$ cat src/rtl/md5_hash_op.sv
// md5_hash_op: registered single MD5 step with elaboration-time round function, add, rotate and word shuffle
module md5_hash_op #(
  parameter int          index = 0,
  parameter int          s     = 7,
  parameter logic [31:0] k     = 32'hd76aa478
) (
  input  logic        clk,
  input  logic        reset,
  input  logic        en,
  input  logic [31:0] a,
  input  logic [31:0] b,
  input  logic [31:0] c,
  input  logic [31:0] d,
  input  logic [31:0] m,
  output logic [31:0] a_out,
  output logic [31:0] b_out,
  output logic [31:0] c_out,
  output logic [31:0] d_out
);
  logic [31:0] w_f;
  logic [31:0] w_t;
  logic [31:0] w_r;
  logic [31:0] r_a;
  logic [31:0] r_b;
  logic [31:0] r_c;
  logic [31:0] r_d;
  // round function picked by step number; anything past 63 falls through to I
  always_comb begin
    w_f = (index < 16) ? ((b & c) | (~b & d)) :
          (index < 32) ? ((b & d) | (c & ~d)) :
          (index < 48) ? (b ^ c ^ d) :
                         (c ^ (b | ~d));
    w_t = a + w_f + k + m;
    w_r = (s % 32 == 0) ? w_t : ((w_t << (s % 32)) | (w_t >> (32 - s % 32)));
  end
  // working registers advance only on enabled edges; reset clears them at once
  always_ff @(posedge clk or negedge reset) begin
    if (!reset) begin
      r_a <= '0;
      r_b <= '0;
      r_c <= '0;
      r_d <= '0;
    end else if (en) begin
      r_a <= d;
      r_b <= b + w_r;
      r_c <= b;
      r_d <= c;
    end
  end
  assign a_out = r_a;
  assign b_out = r_b;
  assign c_out = r_c;
  assign d_out = r_d;
endmodule

$ cat config.mk
export PLATFORM = sky130hd
export DESIGN_NAME = md5_hash_op
export DESIGN_NICKNAME = d
export VERILOG_FILES = /design/src/rtl/md5_hash_op.sv
export SDC_FILE = /design/constraint.sdc
export NUM_CORES = 1
export LEC_CHECK = 0
export ABC_CLOCK_PERIOD_IN_PS = 1400
export CAP_MARGIN = 0
export CELL_PAD_IN_SITES_DETAIL_PLACEMENT = 0
export CELL_PAD_IN_SITES_GLOBAL_PLACEMENT = 1
export CORE_MARGIN = 2
export CORE_UTILIZATION = 39
export CTS_CLUSTER_SIZE = 20
export DETAILED_ROUTE_END_ITERATION = 7
export PLACE_DENSITY = 0.86
export SLEW_MARGIN = 10
export SYNTH_ARGS = -nofsm -noshare
export SYNTH_HDL_FRONTEND = slang
export SYNTH_SLANG_ARGS = --single-unit
$ cat constraint.sdc
create_clock -name clk -period 1.4 [get_ports clk]
set_input_delay 0.21 -clock clk [delete_from_list [all_inputs] [get_ports clk]]
set_output_delay 0.21 -clock clk [all_outputs]
set_load 0.05 [all_outputs]
==> impl_results.md, run 1 <==
- CP max stage cell: fa_1
- Final worst slack: -3.44 ns
- Layout Skew: 0 ns
- Ys async rst share: 100%
- FILL cells: 1568
- Run status: finished with violations
- GRT Util Overall: 26.4%
- Post-synth top area share: 33.2%
- Critical path, cell by cell: buf_8 > mux2i_4 > fa_2 > inv_2 > fa_1 > ha_1 > a211oi_2 > o21bai_2 > o2bb2ai_4 > o31ai_4 > o41a_1 > o221ai_2 > buf_4 > a211oi_4 > xnor2_2 > ha_4 > inv_4 > nand2_4 > or3b_4 > a31oi_4 > nand2b_4 > a221oi_4 > xnor2_1 > mux2_4
- Yosys Warn Count: 0
- Antenna-violating nets left: 0
- Vias in the first global route: 10300
- Fmax achieved: 207 MHz
- Crit-path max FO: 3
- Top cell type by total area after synthesis: dfrtp_1
- Gate Count Post-Synth: 946
- Placed Area: 15900 um2
- CTS tree: yes
- Layout area overhead: 87.8%
- Number of remaining DRC errors: 0
- Routed WL: 35.1 mm
- Syn Area/Cell: 10.2 um2
- P_leak: 0.00837 uW
- Final setup viols: 32
- CP Launch Type: input pin
- Final Cycle Share: 346%
- Std-Cell Rows: 57
- H-tree depth: 4
- Pin count of the biggest net entering global routing: 35
- DR iter-0 viols: 551
- Critical path required time: 1.72 ns
- Clk buf depth: 2
- Root buf cell: clkbuf_16
- Hold Vio Cnt, Final: 0
- Worst R2R Setup Slack: 0.41 ns
- Hold slack: 0.0276 ns
- Max-cap viol count: 0
- Total die area: 26000 um2
- Commonest non-fill, non-tap cells in the layout: buf_4, buf_12, dfrtp_1
- Failing checks: setup timing
- Num ports: 291
- Synth top area cells: dfrtp_1, mux2_2, ha_1
- Family with the most delay on the worst path: compound AO/OA/AOI/OAI gates
- Die extent in x: 161 um
- Initial antenna violation count: 1
- WL/cell: 19.4 um
- Setup_tns: -100.80 ns
- CP Class: input pin to flip-flop
- Layout cells sized above 1: 50.6%
- Post-route cell area: 18100 um2
- CP bufs+invs: 4
- Detailed Routing Iterations Pass 1: 4
- Hpwl dp: 25.4 mm
- CP arrival: 5.16 ns
- Slew HR: 55.8%
- Fin crit period: 4.84 ns
- DR vias: 9490
- Core Box Area: 24300 um2
- Finished Core Util: 74.5%
- Pre-CTS setup slack: -4.44 ns
- Max-slew violation count: 0
- I/O Buffers: 290
- Ys flop type: dfrtp_1
- Crit path largest cell delay: 0.42 ns
- Total congestion overflow: 0
- Mapped Nets: 1232
- Clock Latency Late Sink: 0.43 ns
- Maximum VDD drop: 0.00145 V
- Commonest non-fill, non-tap cell in the layout: buf_4
- Cell Area, Synth: 9640 um2
- Worst Hold Class: input pin to flip-flop
- Global placer's final weighted congestion: 0.933
- Unrepaired setup endpoints after global routing: true
- Critical Path End Type: flip-flop
- Post-synth EDFFs: 0
- Starting density of the core: 39.6%
- Power Density: 2060 nW/um2
- # nets final: 1759
- Count of different cell masters after synthesis: 67
- Die height: 161 um
- CTS Sinks: 128
- FF+latch count, synth: 128
- Sequential share of the synthesized area: 33.2%
- Vias/cell: 5.24
- First-pass GRT wire length: 53.9 mm
- Worst slew pin tran: 0.655 ns
- Worst-path clk slew: 0.07 ns
- CTS Buf Count: 17
## cell usage after synthesis (all sizes together), types with 10 or more instances
cell,instances
clkbuf,19
inv,136
mux2,124
nand2,46
o21a,13
fa,33
nor2,38
mux2i,20
a21o,18
nand3,11
a21oi,54
a211oi,11
nand2b,10
dfrtp,128
nor3,16
ha,90
o21ai,33
xor2,15
xnor2,34
## state kept, by name (all words and copies together), names as in the netlist
name	flops
a_out	32
b_out	32
c_out	32
d_out	32
## power breakdown
| group | switching (uW) | internal, uW |
|---|---|---|
| combinational | 13500 | 13700 |
| clock | 1940 | 2820 |
| sequential | 894 | 4500 |
| total | 16300 | 21000 |
## kinds of logic after synthesis
family	share of synthesized area, %
AO/OA/AOI/OAI	13.1
buffers and inverters	6.53
AND/OR/NAND/NOR	7.61
multiplexers	16.6
flip-flops	33.2
adder cells (fa/ha/maj)	18.5
XOR/XNOR	4.45
## routing by layer
metal | vias up | track usage, % | wire length, um
met5 | - | 0 | 0
met4 | 0 | 9.29 | 1150
met3 | 90 | 8.14 | 2570
met2 | 370 | 45.4 | 17500
met1 | 4675 | 31.3 | 13900
li1 | 4355 | - | -
## worst register-to-register path, stage by stage, from the launching register on
cell,delay (ns)
dfrtp_1,0.44
nor2b_1,0.17
a31oi_1,0.15
o211ai_1,0.11
## what timing repair did
| item | 4_1_cts | 5_1_grt |
|---|---|---|
| pin swaps | 130 | 68 |
| setup endpoints to repair | 32 | 32 |
| hold endpoints to repair | 46 | 0 |
| gates resized for setup | 311 | 84 |
| setup buffers | 35 | 17 |
| hold buffers | 1 | 0 |
## final cells by class
type	count	area [um2]	area share, %
sequential	128	3200	17.7
multi-input combinational	657	7260	40.1
timing repair buffer	533	6110	33.7
clock buffer	17	425	2.35
tap	324	405	2.24
inverter	136	513	2.83
clock inverter	15	184	1.02
antenna	1	2.50	0.0138
## final timing paths
path	cells past startpoint	from	to
worst min-delay path	2	c[1]	d_out[1]$_DFFE_PN0P_
worst max register to register	3	b_out[29]$_DFFE_PN0P_	b_out[29]$_DFFE_PN0P_
max in group asynchronous	3	reset	d_out[16]$_DFFE_PN0P_
worst min register to register	1	b_out[21]$_DFFE_PN0P_	b_out[21]$_DFFE_PN0P_
worst max-delay path	24	b[2]	b_out[19]$_DFFE_PN0P_
min in group asynchronous	2	reset	a_out[9]$_DFFE_PN0P_
## metrics by stage
step	power, uW	cells
global route	39200	1811
detailed placement	26800	1732
finish	37300	1811
CTS	34900	1800
floorplan	16900	946
global placement	26400	1732
Note: power is estimated with default switching activity, not from simulation.
==> inputs of run 2 (changes only) <==
Settings changed: CTS_CLUSTER_DIAMETER from default to 30, HOLD_SLACK_MARGIN from default to 0.12.
==> run 2 against run 1 <==
Compared with the run above:
- the run still ends with setup timing left
- power up 0.60%
- count of clock-buffer cells in the layout stayed put
- combinational power about the same
- die area did not move
- critical path depth is 2 higher
- highest routed layer unchanged
- clock power increased by 1%
- critical endpoint is now b_out[9]$_DFFE_PN0P_
- flip-flop and latch count stayed put
- sequential share of layout area fell by 0.095 points
- utilization up 0.40 points
==> impl_results.md, run 2 (synthesis results as in run 1) <==
- Run status: finished with violations
- Failing checks: setup timing
- Max-slew violation count: 0 (unchanged)
- Fmax achieved: 205 MHz (-0.61%)
- Slew HR: 60.9% (+5.1 points)
- Layout Skew: 0 ns (unchanged)
- Finished Core Util: 74.9% (+0.40 points)
- Final setup viols: 32 (unchanged)
- Hpwl dp: 25.4 mm (unchanged)
- Antenna-violating nets left: 0 (unchanged)
- Hold slack: 0.111 ns (+0.0833 ns)
- Initial antenna violation count: 0 (-1)
- Critical Path End Type: flip-flop
- Pwr Total: 37500 uW (+0.60%)
- Worst-path clk slew: 0.06 ns (about the same)
- Final worst slack: -3.47 ns (-0.0294 ns)
- Die height: 161 um (unchanged)
- DR vias: 9495 (+0.053%)
- Total die area: 26000 um2 (unchanged)
- CTS Sinks: 128 (unchanged)
- Max-cap viol count: 0 (unchanged)
- Die extent in x: 161 um (unchanged)
- GRT Util Overall: 26.4% (about the same)
- Final std cells w/o fill: 1821 (+0.55%)
- Layout cells sized above 1: 50.7% (+0.096 points)
- Maximum VDD drop: 0.00148 V (+2.0%)
- Layout area overhead: 88.8%
- CTS Buf Count: 17 (unchanged)
- CP Class: input pin to flip-flop
- WL/cell: 19.4 um (+0.17%)
- Starting density of the core: 39.6% (unchanged)
- Pin count of the biggest net entering global routing: 35 (unchanged)
- Worst slew pin tran: 0.580 ns (-0.0751 ns)
- Fin crit period: 4.87 ns (+0.0294 ns)
- Crit path largest cell delay: 0.58 ns (+0.16 ns)
- P_leak: 0.00840 uW (+0.30%)
- CP max stage cell: fa_1
- Unrepaired setup endpoints after global routing: true
- Final Cycle Share: 348% (+2.1 points)
- CP Launch Type: input pin
- DR iter-0 viols: 548 (-0.54%)
- Critical path required time: 1.74 ns (+0.02 ns)
- Global placer's final weighted congestion: 0.933 (unchanged)
- Core Box Area: 24300 um2 (unchanged)
- Worst Hold Class: input pin to flip-flop
- I/O Buffers: 290 (unchanged)
- Crit-path max FO: 3 (unchanged)
- Clk buf depth: 2 (unchanged)
- CP arrival: 5.21 ns (+0.05 ns)
- Routed WL: 35.3 mm (+0.72%)
- First-pass GRT wire length: 53.9 mm (about the same)
- Commonest non-fill, non-tap cell in the layout: buf_4
- Placed Cells: 1732 (unchanged)
- Antenna diodes: 0 (-1)
- Vias in the first global route: 10200 (-0.24%)
- Std-Cell Rows: 57 (unchanged)
- Clock Latency Late Sink: 0.43 ns (about the same)
- # nets final: 1770 (+0.63%)
- Root buf cell: clkbuf_16
- Hold Vio Cnt, Final: 0 (unchanged)
- Num ports: 291 (unchanged)
- Commonest non-fill, non-tap cells in the layout: buf_4, buf_12, dfrtp_1
- CTS tree: yes
- Total congestion overflow: 0 (unchanged)
- Power Density: 2060 nW/um2 (about the same)
- Detailed Routing Iterations Pass 1: 4 (unchanged)
- Vias/cell: 5.21 (-0.50%)
- H-tree depth: 4 (unchanged)
- Number of remaining DRC errors: 0 (unchanged)
## run 2: cell count changes in the layout (fill, tap and decap cells not counted), moves of 2 or more
cell           before  now
dlygate4sd3_1       1   10
nand2_2             8   11
buf_6              28   30
clkbuf_2            4    6
nand2_4             4    2
inv_2              29   31
dlygate4sd2_1      53   51
## run 2: final cells by class
cell class / instances / area [um2]
Sequential cell: 128 / 3200
Inverter: 136 / 510
Fill cell: 1543 / 6120
Timing Repair Buffer: 544 / 6200
Multi-Input combinational cell: 657 / 7280
Clock buffer: 17 / 425
Tap cell: 324 / 405
Clock inverter: 15 / 184
## run 2: through the flow
| step | worst slack [ns] | instance area (um2) | setup TNS, ns |
|---|---|---|---|
| floorplan | -3.35 | 9870 | -96.16 |
| global placement | -4.29 | 15900 | -127.73 |
| detailed placement | -4.44 | 15900 | -132.35 |
| CTS | -3.42 | 17700 | -97.81 |
| global route | -3.62 | 18200 | -106.07 |
| finish | -3.47 | 18200 | -101.63 |
## run 2: routing by layer
| layer | part of all wire [%] | GRT usage (%) |
|---|---|---|
| met5 | 0 | 0 |
| met4 | 2.8 | 9.09 |
| met3 | 7.1 | 7.60 |
| met2 | 50 | 45.5 |
| met1 | 40 | 31.5 |
## run 2: timing repair
action | in CTS | in global routing
setup endpoints to repair | 32 | 32
hold buffers | 8 | 2
resized for setup | 311 | 91
buffers inserted | 35 | 18
hold endpoints to repair | 135 | 2
pin swaps | 130 | 95
## run 2: worst max-delay path: cells and delay by family
family / cells / cell delay [ns]
buffers and inverters: 6 / 0.55
multiplexers: 1 / 0.29
adder cells (fa/ha/maj): 4 / 1.47
AND/OR/NAND/NOR: 3 / 0.50
AO/OA/AOI/OAI: 11 / 1.95
XOR/XNOR: 1 / 0.22
## run 2: worst paths after layout
kind                                  startpoint  cells past startpoint                     to  slack [ns]
max                                         b[2]                     26   b_out[9]$_DFFE_PN0P_       -3.47
min                                         d[5]                      2   a_out[5]$_DFFE_PN0P_        0.11
max reg2reg                 d_out[2]$_DFFE_PN0P_                      2   d_out[2]$_DFFE_PN0P_        0.07
min reg2reg                b_out[21]$_DFFE_PN0P_                      1  b_out[21]$_DFFE_PN0P_        0.56
max in group asynchronous                  reset                      3  d_out[16]$_DFFE_PN0P_        0.59
min in group asynchronous                  reset                      2   a_out[9]$_DFFE_PN0P_        0.24
## run 2: report_power, final
part | total, uW | leakage [uW] | switching, uW | internal (uW)
clock | 4810 | 0.000291 | 1990 | 2820
sequential | 5390 | 0.00150 | 899 | 4490
combinational | 27300 | 0.00660 | 13500 | 13800
total | 37500 | 0.00840 | 16400 | 21100
==> inputs of run 3 (changes only) <==
Settings changed: MAX_ROUTING_LAYER from default to met4.
==> run 3 against run 2 <==
Compared with the run above:
- the flow still finishes with violations (setup timing)
- count of clock-buffer cells in the layout unchanged
- cell area decreased by 0.46%
- hold slack improved by 0.015 ns
- sequential power hardly changed
- highest routed layer unchanged
==> impl_results.md, run 3 (synthesis results as in run 1) <==
- Final setup viols: 32 (unchanged)
- FILL cells: 1511 (-2.1%)
- Worst-path clk slew: 0.07 ns (about the same)
- Root buf cell: clkbuf_16
- Clock Latency Late Sink: 0.43 ns (about the same)
- Placed Area: 15900 um2 (unchanged)
- Critical Path End Type: flip-flop
- Detailed Routing Iterations Pass 1: 5 (+1)
- GRT Util Overall: 27.2% (+0.83 points)
- Critical path required time: 1.72 ns (-0.02 ns)
- Total congestion overflow: 0 (unchanged)
- Max-cap viol count: 0 (unchanged)
- CP Class: input pin to flip-flop
- Commonest non-fill, non-tap cells in the layout: buf_4, buf_12, dfrtp_1
- Max-slew violation count: 0 (unchanged)
- Die extent in x: 161 um (unchanged)
- Clock share of power: 13.1% (+0.3 points)
- WL/cell: 19.4 um (-0.18%)
- Crit-path max FO: 4 (+1)
- Cell Int Power: 21100 uW (about the same)
- Pin count of the biggest net entering global routing: 35 (unchanged)
- H-tree depth: 4 (unchanged)
- Antenna diodes: 0 (unchanged)
- Slew HR: 57.1% (-3.8 points)
- Starting density of the core: 39.6% (unchanged)
- Met2 usage in global routing: 45.9% (+0.43 points)
- Initial antenna violation count: 0 (unchanged)
- Sw Share: 43.7% (-0.13 points)
- CTS Sinks: 128 (unchanged)
- Total die area: 26000 um2 (unchanged)
- CTS Buf Count: 17 (unchanged)
- Layout cells sized above 1: 49.9% (-0.84 points)
- Fin crit period: 5.05 ns (+0.181 ns)
- Vias/cell: 5.18 (-0.71%)
- Clk buf depth: 2 (unchanged)
- Layout area overhead: 88.0%
- Layout Skew: 0 ns (unchanged)
- Post-route cell area: 18100 um2 (-0.46%)
- CP arrival: 5.37 ns (+0.16 ns)
- Finished Core Util: 74.5% (-0.34 points)
- Maximum VDD drop: 0.00134 V (-9.6%)
- Final worst slack: -3.65 ns (-0.181 ns)
- GR peak layer: met2
- I/O Buffers: 290 (unchanged)
- P_leak: 0.00836 uW (-0.46%)
- DR iter-0 viols: 577 (+5.3%)
- GR Layer Usage met1: 32.7% (+1.2 points)
- # nets final: 1767 (-0.17%)
- Final std cells w/o fill: 1818 (-0.16%)
- Commonest non-fill, non-tap cell in the layout: buf_4
- Core Box Area: 24300 um2 (unchanged)
- Num ports: 291 (unchanged)
- Number of remaining DRC errors: 0 (unchanged)
- Unrepaired setup endpoints after global routing: true
- Vias in the first global route: 10200 (-0.58%)
- Fmax achieved: 198 MHz (-3.6%)
- Run status: finished with violations
- Worst slew pin tran: 0.636 ns (+0.0559 ns)
- CTS tree: yes
- Routed WL: 35.2 mm (-0.34%)
- Hold slack: 0.126 ns (+0.0152 ns)
- Combinational Power Share: 72.5% (-0.3 points)
- Std-Cell Rows: 57 (unchanged)
- Die height: 161 um (unchanged)
- First-pass GRT wire length: 53.8 mm (-0.23%)
- NetSw: 16400 uW (-0.43%)
- Hpwl dp: 25.2 mm (-0.99%)
- Placed Cells: 1732 (unchanged)
- Final Cycle Share: 361% (+13 points)
- Met3 Track Usage GR: 5.65% (-2.0 points)
- Antenna-violating nets left: 0 (unchanged)
- CP Launch Type: input pin
- Hold Vio Cnt, Final: 0 (unchanged)
- Setup_tns: -106.45 ns (-4.82 ns)
- Worst R2R Setup Slack: 0.06 ns (about the same)
- Power Density: 2070 nW/um2 (+0.32%)
- Worst Hold Class: input pin to flip-flop
- DR vias: 9412 (-0.87%)
- Failing checks: setup timing
- Global placer's final weighted congestion: 0.950 (+1.8%)
- Sequential share of power: 14.4% (about the same)
==> run 3: cell types whose count changed in the layout (fill, tap and decap cells not counted), sizes merged <==
cell / change
clkbuf: -5
clkdlybuf4s15: +3
clkdlybuf4s50: -2
clkinv: -3
clkinvlp: -1
dlygate4sd2: +9
dlygate4sd3: -3
dlymetal6s2s: -5
inv: +4
==> run 3: power by group through the flow <==
stage	registers (uW)	logic [uW]	clock network, uW
after global placement	5380	21100	0
final	5390	27200	4890
after floorplan	7550	9320	0
after CTS	5370	24400	4950
after detailed placement	5410	21300	0
after global routing	5470	28800	5090
==> run 3: layout make-up <==
cell class,instances,area (um2),area share [%]
clock buffer,17,425,2.35
inverter,136,510,2.82
clock inverter,15,198,1.09
multi-input combinational,657,7200,39.7
sequential,128,3200,17.7
tap,324,405,2.24
timing repair buffer,541,6180,34.1
==> run 3: worst paths after layout <==
path                                      start               endpoint  depth (start not counted)
max                                        b[2]   b_out[9]$_DFFE_PN0P_                         26
min                                        b[2]   c_out[2]$_DFFE_PN0P_                          3
max reg2reg                d_out[2]$_DFFE_PN0P_   d_out[2]$_DFFE_PN0P_                          2
min reg2reg                b_out[7]$_DFFE_PN0P_   b_out[7]$_DFFE_PN0P_                          1
max in group asynchronous                 reset  d_out[21]$_DFFE_PN0P_                          3
min in group asynchronous                 reset   a_out[9]$_DFFE_PN0P_                          2
==> run 3: layer usage <==
layer  part of all wire (%)  up-vias
li1                       -     4374
met1                     41     4599
met2                     50      361
met3                    6.3       78
met4                    2.7        0
met5                      0        -
==> run 3: per-stage QoR <==
step	setup WS, ns	total power [uW]
2_1_floorplan	-3.35	16900
5_1_grt	-3.79	39300
3_5_place_dp	-4.42	26800
6_report	-3.65	37500
3_3_place_gp	-4.29	26400
4_1_cts	-3.48	34700
==> run 3: timing repair <==
| item | in CTS | in global routing |
|---|---|---|
| hold buffers | 7 | 0 |
| resized for setup | 315 | 73 |
| buffers inserted | 33 | 22 |
| setup endpoints to repair | 32 | 32 |
| hold endpoints to repair | 134 | 0 |
| pin swaps | 129 | 76 |
==> run 3: worst max-delay path, stage by stage <==
cell and delay, ns:
buf_8 0.08, mux2i_4 0.29, fa_2 0.25, inv_2 0.04, fa_2 0.60, inv_2 0.06, fa_2 0.39, nand2b_4 0.17
a21oi_4 0.17, buf_6 0.13, o31ai_4 0.06, o2111ai_2 0.28, nand3_1 0.14, o221ai_2 0.30, a31oi_1 0.17, xnor2_1 0.25
ha_1 0.33, nand3_1 0.11, nand2_2 0.09, buf_6 0.13, o21ai_4 0.20, a21oi_2 0.11, o21a_1 0.22, o21a_1 0.21
nor3_1 0.26, o31ai_2 0.11
